===== src/rtl/alu_seq_if.sv =====
// alu_seq_if: request/response bundle for the sequential ALU.
//   in_valid/in_ready : request handshake (control, in0, in1 travel with it)
//   out_valid/out_ready : result handshake (dout, flags travel with it)
// master = requester/consumer side, slave = the ALU.
interface alu_seq_if #(
    parameter int WIDTH = 16
) ();
    logic             in_valid;
    logic             in_ready;
    logic [3:0]       control;
    logic [WIDTH-1:0] in0;
    logic [WIDTH-1:0] in1;
    logic             out_valid;
    logic             out_ready;
    logic [WIDTH-1:0] dout;
    logic [4:0]       flags;

    modport master (
        output in_valid, control, in0, in1, out_ready,
        input  in_ready, out_valid, dout, flags
    );

    modport slave (
        input  in_valid, control, in0, in1, out_ready,
        output in_ready, out_valid, dout, flags
    );
endinterface


===== src/rtl/alu_seq.sv =====
// alu_seq: single-request ALU. Arithmetic/logic ops finish on the accept
// edge; shifts walk one bit per cycle through a work register.
// Ports:
//   clk  - clock, all state on rising edge
//   rst  - synchronous active-high reset
//   bus  - alu_seq_if.slave: request (in_valid/in_ready/control/in0/in1),
//          result (out_valid/out_ready/dout/flags = {illegal,ovf,carry,neg,zero})
module alu_seq #(
    parameter int WIDTH = 16,
    parameter int SHW   = $clog2(WIDTH)
) (
    input logic      clk,
    input logic      rst,
    alu_seq_if.slave bus
);
    typedef enum logic [1:0] {IDLE, SHIFT, DONE} state_t;

    localparam logic [SHW-1:0] CNT_ONE = SHW'(1);

    state_t           state;
    logic [WIDTH-1:0] work;
    logic [SHW-1:0]   count;
    logic [1:0]       sh_op;     // control[1:0] of the shift: SLL, SRL, SRA, ROL
    logic             sh_carry;  // last bit shifted/rotated out so far
    logic             out_valid_r;
    logic [WIDTH-1:0] dout_r;
    logic [4:0]       flags_r;

    logic [WIDTH-1:0] a, b;
    logic [WIDTH-1:0] sc_res;
    logic             sc_carry, sc_ovf, sc_ill;
    logic             accept, is_shift;

    assign a = bus.in0;
    assign b = bus.in1;

    // Ready in IDLE, or in DONE when the held result is being drained now.
    assign bus.in_ready  = !rst && (state == IDLE || (state == DONE && bus.out_ready));
    assign accept        = bus.in_valid && bus.in_ready;
    assign is_shift      = (bus.control[3:2] == 2'b10);
    assign bus.out_valid = out_valid_r;
    assign bus.dout      = dout_r;
    assign bus.flags     = flags_r;

    // Single-cycle result path; illegal opcodes leave sc_res at zero.
    always_comb begin
        sc_res   = '0;
        sc_carry = 1'b0;
        sc_ovf   = 1'b0;
        sc_ill   = 1'b0;
        case (bus.control)
            4'd0: begin
                {sc_carry, sc_res} = {1'b0, a} + {1'b0, b};
                sc_ovf = (a[WIDTH-1] == b[WIDTH-1]) && (sc_res[WIDTH-1] != a[WIDTH-1]);
            end
            4'd1: sc_res = a & b;
            4'd2: sc_res = a | b;
            4'd3: sc_res = a ^ b;
            4'd4: begin
                sc_res   = a - b;
                sc_carry = (a < b);
                sc_ovf   = (a[WIDTH-1] != b[WIDTH-1]) && (sc_res[WIDTH-1] != a[WIDTH-1]);
            end
            4'd5: sc_res = ~(a & b);
            4'd6: sc_res = ~(a | b);
            4'd7: sc_res = ~(a ^ b);
            4'd12, 4'd13, 4'd14, 4'd15: sc_ill = 1'b1;
            default: ;
        endcase
    end

    always_ff @(posedge clk) begin
        if (rst) begin
            state       <= IDLE;
            out_valid_r <= 1'b0;
            dout_r      <= '0;
            flags_r     <= '0;
            work        <= '0;
            count       <= '0;
            sh_op       <= '0;
            sh_carry    <= 1'b0;
        end else begin
            case (state)
                IDLE, DONE: begin
                    if (accept) begin
                        if (is_shift) begin
                            // Shifts always pass through SHIFT, even amount 0,
                            // so latency is amount+1 edges after accept.
                            work        <= a;
                            count       <= b[SHW-1:0];
                            sh_op       <= bus.control[1:0];
                            sh_carry    <= 1'b0;
                            out_valid_r <= 1'b0;
                            state       <= SHIFT;
                        end else begin
                            dout_r      <= sc_res;
                            flags_r     <= {sc_ill, sc_ovf, sc_carry, sc_res[WIDTH-1], sc_res == '0};
                            out_valid_r <= 1'b1;
                            state       <= DONE;
                        end
                    end else if (state == DONE && bus.out_ready) begin
                        // dout/flags intentionally keep the consumed result.
                        out_valid_r <= 1'b0;
                        state       <= IDLE;
                    end
                end
                SHIFT: begin
                    if (count == '0) begin
                        dout_r      <= work;
                        flags_r     <= {1'b0, 1'b0, sh_carry, work[WIDTH-1], work == '0};
                        out_valid_r <= 1'b1;
                        state       <= DONE;
                    end else begin
                        count <= count - CNT_ONE;
                        case (sh_op)
                            2'd0: begin
                                work     <= {work[WIDTH-2:0], 1'b0};
                                sh_carry <= work[WIDTH-1];
                            end
                            2'd1: begin
                                work     <= {1'b0, work[WIDTH-1:1]};
                                sh_carry <= work[0];
                            end
                            2'd2: begin
                                work     <= {work[WIDTH-1], work[WIDTH-1:1]};
                                sh_carry <= work[0];
                            end
                            2'd3: begin
                                work     <= {work[WIDTH-2:0], work[WIDTH-1]};
                                sh_carry <= work[WIDTH-1];
                            end
                            default: ;
                        endcase
                    end
                end
                default: state <= IDLE;
            endcase
        end
    end
endmodule


===== src/flat_wrapper.sv =====
// flat-port wrapper written by rule: the top's interface ports become plain ports
module alu_seq_flat 
#(
    parameter int WIDTH = 16,
    parameter int SHW   = $clog2(WIDTH)
)
  (clk, rst, bus_in_valid, bus_control, bus_in0, bus_in1, bus_out_ready, bus_in_ready, bus_out_valid, bus_dout, bus_flags);
  alu_seq_if #(.WIDTH(WIDTH)) bus_i ();
  input logic clk;
  input logic rst;
  input wire logic [$bits(bus_i.in_valid)-1:0] bus_in_valid;
  input wire logic [$bits(bus_i.control)-1:0] bus_control;
  input wire logic [$bits(bus_i.in0)-1:0] bus_in0;
  input wire logic [$bits(bus_i.in1)-1:0] bus_in1;
  input wire logic [$bits(bus_i.out_ready)-1:0] bus_out_ready;
  output wire logic [$bits(bus_i.in_ready)-1:0] bus_in_ready;
  output wire logic [$bits(bus_i.out_valid)-1:0] bus_out_valid;
  output wire logic [$bits(bus_i.dout)-1:0] bus_dout;
  output wire logic [$bits(bus_i.flags)-1:0] bus_flags;
  assign bus_i.in_valid = bus_in_valid;
  assign bus_i.control = bus_control;
  assign bus_i.in0 = bus_in0;
  assign bus_i.in1 = bus_in1;
  assign bus_i.out_ready = bus_out_ready;
  assign bus_in_ready = bus_i.in_ready;
  assign bus_out_valid = bus_i.out_valid;
  assign bus_dout = bus_i.dout;
  assign bus_flags = bus_i.flags;
  alu_seq #(.WIDTH(WIDTH), .SHW(SHW)) u_core (.clk(clk), .rst(rst), .bus(bus_i));
endmodule

===== config.mk =====
export PLATFORM = sky130hd
export DESIGN_NAME = alu_seq_flat
export DESIGN_NICKNAME = d
export VERILOG_FILES = /design/src/rtl/alu_seq_if.sv /design/src/rtl/alu_seq.sv /design/src/flat_wrapper.sv
export SDC_FILE = /design/constraint.sdc
export NUM_CORES = 1
export LEC_CHECK = 0
export ABC_AREA = 1
export BUFFER_PORTS_ARGS = -buffer_cell sky130_fd_sc_hd__buf_4
export CAP_MARGIN = 20
export CELL_PAD_IN_SITES_DETAIL_PLACEMENT = 0
export CELL_PAD_IN_SITES_GLOBAL_PLACEMENT = 2
export CORE_MARGIN = 2
export CORE_UTILIZATION = 32
export CTS_CLUSTER_DIAMETER = 120
export DETAILED_ROUTE_END_ITERATION = 6
export PLACE_DENSITY_LB_ADDON = 0.2
export SLEW_MARGIN = 0
export SYNTH_ARGS = -nofsm -noshare
export SYNTH_HDL_FRONTEND = slang
export SYNTH_SLANG_ARGS = --single-unit
export TNS_END_PERCENT = 1

===== constraint.sdc =====
create_clock -name clk -period 2 [get_ports clk]
set_input_delay 0.1 -clock clk [delete_from_list [all_inputs] [get_ports clk]]
set_output_delay 0.1 -clock clk [all_outputs]
set_load 0.1 [all_outputs]

==> results by stage <==
Pwr:
- Across the VDD grid, the largest voltage drop is 0.407 mV.
- Net switching is 40.5% of the power.
- The switching power is 1.53 mW.
- The cell area power density is 491 nW/µm².
- The share of total power dissipated in combinational logic is 48.9%.
- Summing internal, switching and leakage power gives 3.78 mW.
- The internal portion of the total power is 2.25 mW.
- The power share of the sequential group is 26.6%.
- Of the total power, the clock network draws 24.5%.
- In this run the static leakage power is 3.97 nW.

Synthesis:
- Multiplexer cells account for 0% of the synthesized area.
- By area, the combinational part of the netlist is dominated by simple AND/OR/NAND/NOR gates.
- The sequential fraction of the synthesis area is 16.7%.
- For this run, the leading register cell type out of synthesis is sky130_fd_sc_hd__dfxtp_1.
- The synthesis-stage register bit count is 46.
- Counting every instance in the synthesized netlist gives 940.
- The synthesized netlist devotes 20.4% of its cell area to compound gates.
- After synthesis, the cell types taking the most area are sky130_fd_sc_hd__dfxtp_1, sky130_fd_sc_hd__nand2_1, sky130_fd_sc_hd__ha_1, sky130_fd_sc_hd__inv_1, sky130_fd_sc_hd__nand3_1.
- Summing the areas of all and, or, nand and nor instances in the mapped netlist gives 35.0% of the synthesized area.
- The post-synthesis xor/xnor area fraction is 0.477%.
- After synthesis, the most frequently instantiated cells are sky130_fd_sc_hd__nand2_1, sky130_fd_sc_hd__inv_1, sky130_fd_sc_hd__nor2_1, sky130_fd_sc_hd__nand3_1, sky130_fd_sc_hd__o21ai_0.
- The most frequent cell after synthesis is sky130_fd_sc_hd__nand2_1.
- The post-synthesis instance area is 5510 µm².
- The post-synthesis area per instance is 5.86 µm².
- The fraction of synthesized cell area taken by the top area cell type is 16.7%.
- Summed over all instances, the cell type with the most area after synthesis is sky130_fd_sc_hd__dfxtp_1.
- The fraction of synthesis flops using an asynchronous set or reset pin is 0%.
- For this run, the number of Yosys warnings is 0.
- The number of enable-type register cells in the synthesized netlist is 0.
- The number of distinct library cells after synthesis is 43.
- The adder and majority cell fraction of the synthesized area is 14.4%.
- The post-synthesis net count is 1042.

Placed design:
- The quantity of I/O buffers inserted on ports is 62.
- At the placement stage, the worst setup path has a slack of -0.292 ns.
- At the end of routability-driven placement, the weighted congestion stood at 0.875.
- Once placement completed, the tool counted placed cells totaling 1361.
- The estimated wirelength of the detail-placed design is 18.7 mm.

Route:
- The met2 wirelength from detailed routing is 10.5 mm.
- The number of vias in the routed layout is 6827.
- The routed wirelength normalized by instance count is 16.4 µm.
- The count of routing violations after the opening detailed-route iteration is 424.
- Wires add up to 22.4 mm.
- In the routed design, unresolved DRC markers number 0.
- In the detailed route, the total length drawn on met3 is 1.03 mm.
- Using the TritonRoute via totals, the vias-per-cell ratio works out to 4.99.
- The top layer used by detailed routing is met4.
- For this run, the detailed router's first-pass iteration total came to 5.
- The detailed router put a total of 10.3 mm of wire on met1.
- In this run the remaining antenna-violating nets after routing total 0.

Timing:
- The number of hold-slack violations in the final timing report is 0.
- At the pin with the least slew margin, the transition time is 0.751 ns.
- The maximum clock rate is 542 MHz.
- The worst slew margin relative to its limit is 49.8%.
- The post-layout worst setup margin is 0.157 ns.
- The count of final setup violators is 0.
- Between clock sinks in the finished design, the worst skew comes to 0.00426 ns.
- The final count of pins violating max slew is 0.
- After layout, the minimum clock period comes to 1.84 ns.
- Setup repair after global routing could not meet its margin everywhere.
- Dividing the final minimum period by the clock period gives 92.2%.

Critical path:
- The maximum net fanout on the critical path is 3.
- On the worst path, the slowest cell contributes a delay of 0.43 ns.
- The type of the worst setup path is in -> reg.
- Data on the critical path arrives at its endpoint at 2.06 ns.
- STA classifies the critical path startpoint as an input port.
- The signal on the critical path passes through buf_4 -> inv_1 -> buf_4 -> fa_1 -> inv_1 -> nand3_1 -> nand3_2 -> nand2_1 -> nand2_2 -> nand2_1 -> nand2_1 -> nand2_1 -> nand3_1 -> nand3_1 -> nor2_1 -> nand3_1 -> a21oi_1.
- The standard cell with the maximum stage delay on the critical path is sky130_fd_sc_hd__fa_1.
- Data on the critical path is required at its endpoint by 2.22 ns.
- The kind of end point of the critical path is a flop.

CTS:
- The clock tree root buffer cell is sky130_fd_sc_hd__clkbuf_16.
- The number of hold buffers added after CTS was 0.
- Buffers added to address setup during post-CTS repair amount to 0.
- The maximum buffer depth of the clock tree is 2.
- Buffers inserted during clock tree synthesis total 5.
- In this run the number of H-tree levels came out at 2.
- The clock-pin slew reported for the worst setup and hold paths after clock tree synthesis is 0.06 ns.
- CTS saw 46 sinks.
- TritonCTS built the clock tree.
- The insertion delay to the later sink of the worst-skew pair is 0.29 ns.

Outcome:
- The run finished with clean final reports.

Cells and area:
- The area growth from synthesis to layout is 39.9%.
- The area used by multi-input combinational logic is 3950 µm².
- After the flow finishes, the layout carries non-filler instances totaling 1369.
- The area taken by flip-flops and latches is 921 µm².
- In the final design database the tool counted 1250 nets.
- Fill cells in the final layout number 1853.
- The core utilization of the finished layout is 46.1%.
- Of the cells placed in the final design, the portion with a size suffix greater than 1 is 24.1%.
- The repair_antennas step left the layout with diodes totalling 0.

Floorplan:
- 63 I/O pins were placed.
- The floorplan has 47 rows.
- The effective utilization at floorplan is 33.0%.
- The die height is 135 µm.
- The die boundary width is 135 µm.
- After floorplanning, the core was sized to cover 16700 µm².
- The floorplan step defined a die boundary enclosing 18300 µm².

Job:
- Across the run, the number of max-cap violations was 0.

Global routing:
- The initial antenna violation count is 0.
- The maximum number of pins on one net before global-route repair is 34.
- The first global-routing pass estimated 35.0 mm of wire.
- The overall track demand over capacity in global routing is 24.8%.
- After global routing the overflow that remains totals 0.
- The number of global-route vias before repair came to 6522.

Min path:
- The path class of the tightest hold or removal check is in -> reg.
==> layer usage <==
metal	vias up	GRT usage, %
met1	3089	33.3
met3	29	2.58
li1	3515	-
met4	0	5.21
met2	194	42.9
met5	-	0
==> through the flow <==
step / instance area (µm²) / hold WS, ns / setup TNS (ns)
after floorplan: 5520 / 0.178 / 0
after global placement: 7470 / 0.327 / -1.42
after detailed placement: 7470 / 0.329 / -1.57
after CTS: 7630 / 0.0212 / 0
after global routing: 7700 / 0.0361 / -0.0891
final: 7700 / 0.0259 / 0
==> cells by family after synthesis <==
kind of cell | count (synthesis)
xor gates and xnor gates | 3
and+or+nand+nor | 457
AOI/OAI and AO/OA | 194
adders and majority gates | 62
DFF | 46
buffers and inverters | 178
==> registers in the layout, indices dropped and copies added, names as in the netlist <==
name,cells
u_core.state,2
u_core.work,16
u_core.bus.out_valid,1
u_core.bus.flags,5
u_core.count,4
u_core.bus.dout,15
u_core.sh_op,2
u_core.sh_carry,1
==> critical path, delay by kind of cell <==
kind	cells	cell delay (ns)
adder cells (fa/ha/maj)	1	0.43
AO/OA/AOI/OAI	1	0.11
buffers and inverters	4	0.37
AND/OR/NAND/NOR	11	1.04
==> what timing repair did <==
item,4_1_cts,5_1_grt
pin swaps,0,2
cloned,0,0
resized for setup,1,20
setup endpoints to repair,1,8
==> layout by cell type, fill, tap and decap left out, drive strengths merged, types with 2 or more instances in the layout <==
cell    Yosys  final
a211oi      7      7
a21oi      56     56
a221oi      4      4
a22oi       3      3
a31oi      14     14
and2        2      2
buf        25    238
clkbuf     12      8
dfxtp      46     46
fa          2      2
ha         60     60
inv       141    141
nand2     226    226
nand3      93     93
nand3b      5      5
nand4      11     11
nor2      102    102
nor3       12     12
nor4        3      3
o211ai      6      6
o21ai      72     72
o21bai      5      5
o221ai      6      6
o22ai      15     15
or2         2      2
xor2        2      2
==> final cells by class <==
type,count,share of cell area [%]
Tap cell,220,3.57
Sequential cell,46,12.0
Inverter,141,6.87
Timing Repair Buffer,238,24.2
Clock buffer,8,2.16
Multi-Input combinational cell,716,51.3
==> power by group through the flow <==
stage | sequential, mW | combinational, mW | clock (mW)
finish | 1.01 | 1.85 | 0.926
global route | 1.01 | 2.01 | 0.978
CTS | 1.01 | 1.82 | 0.937
detailed placement | 1.03 | 1.81 | 0
global placement | 1.03 | 1.82 | 0
floorplan | 1.25 | 0.789 | 0
==> path summary, 6_finish.rpt <==
kind | from | end | slack, ns | cells past startpoint
worst max register to register | u_core.state[0] | u_core.work[14] | 0.26 | 8
worst min-delay path | bus_out_ready | u_core.state[1] | 0.03 | 2
worst min register to register | u_core.bus.out_valid | u_core.bus.out_valid | 0.46 | 2
worst max-delay path | bus_in1[1] | u_core.bus.flags[0] | 0.16 | 17
Note: power is estimated with default switching activity, not from simulation.
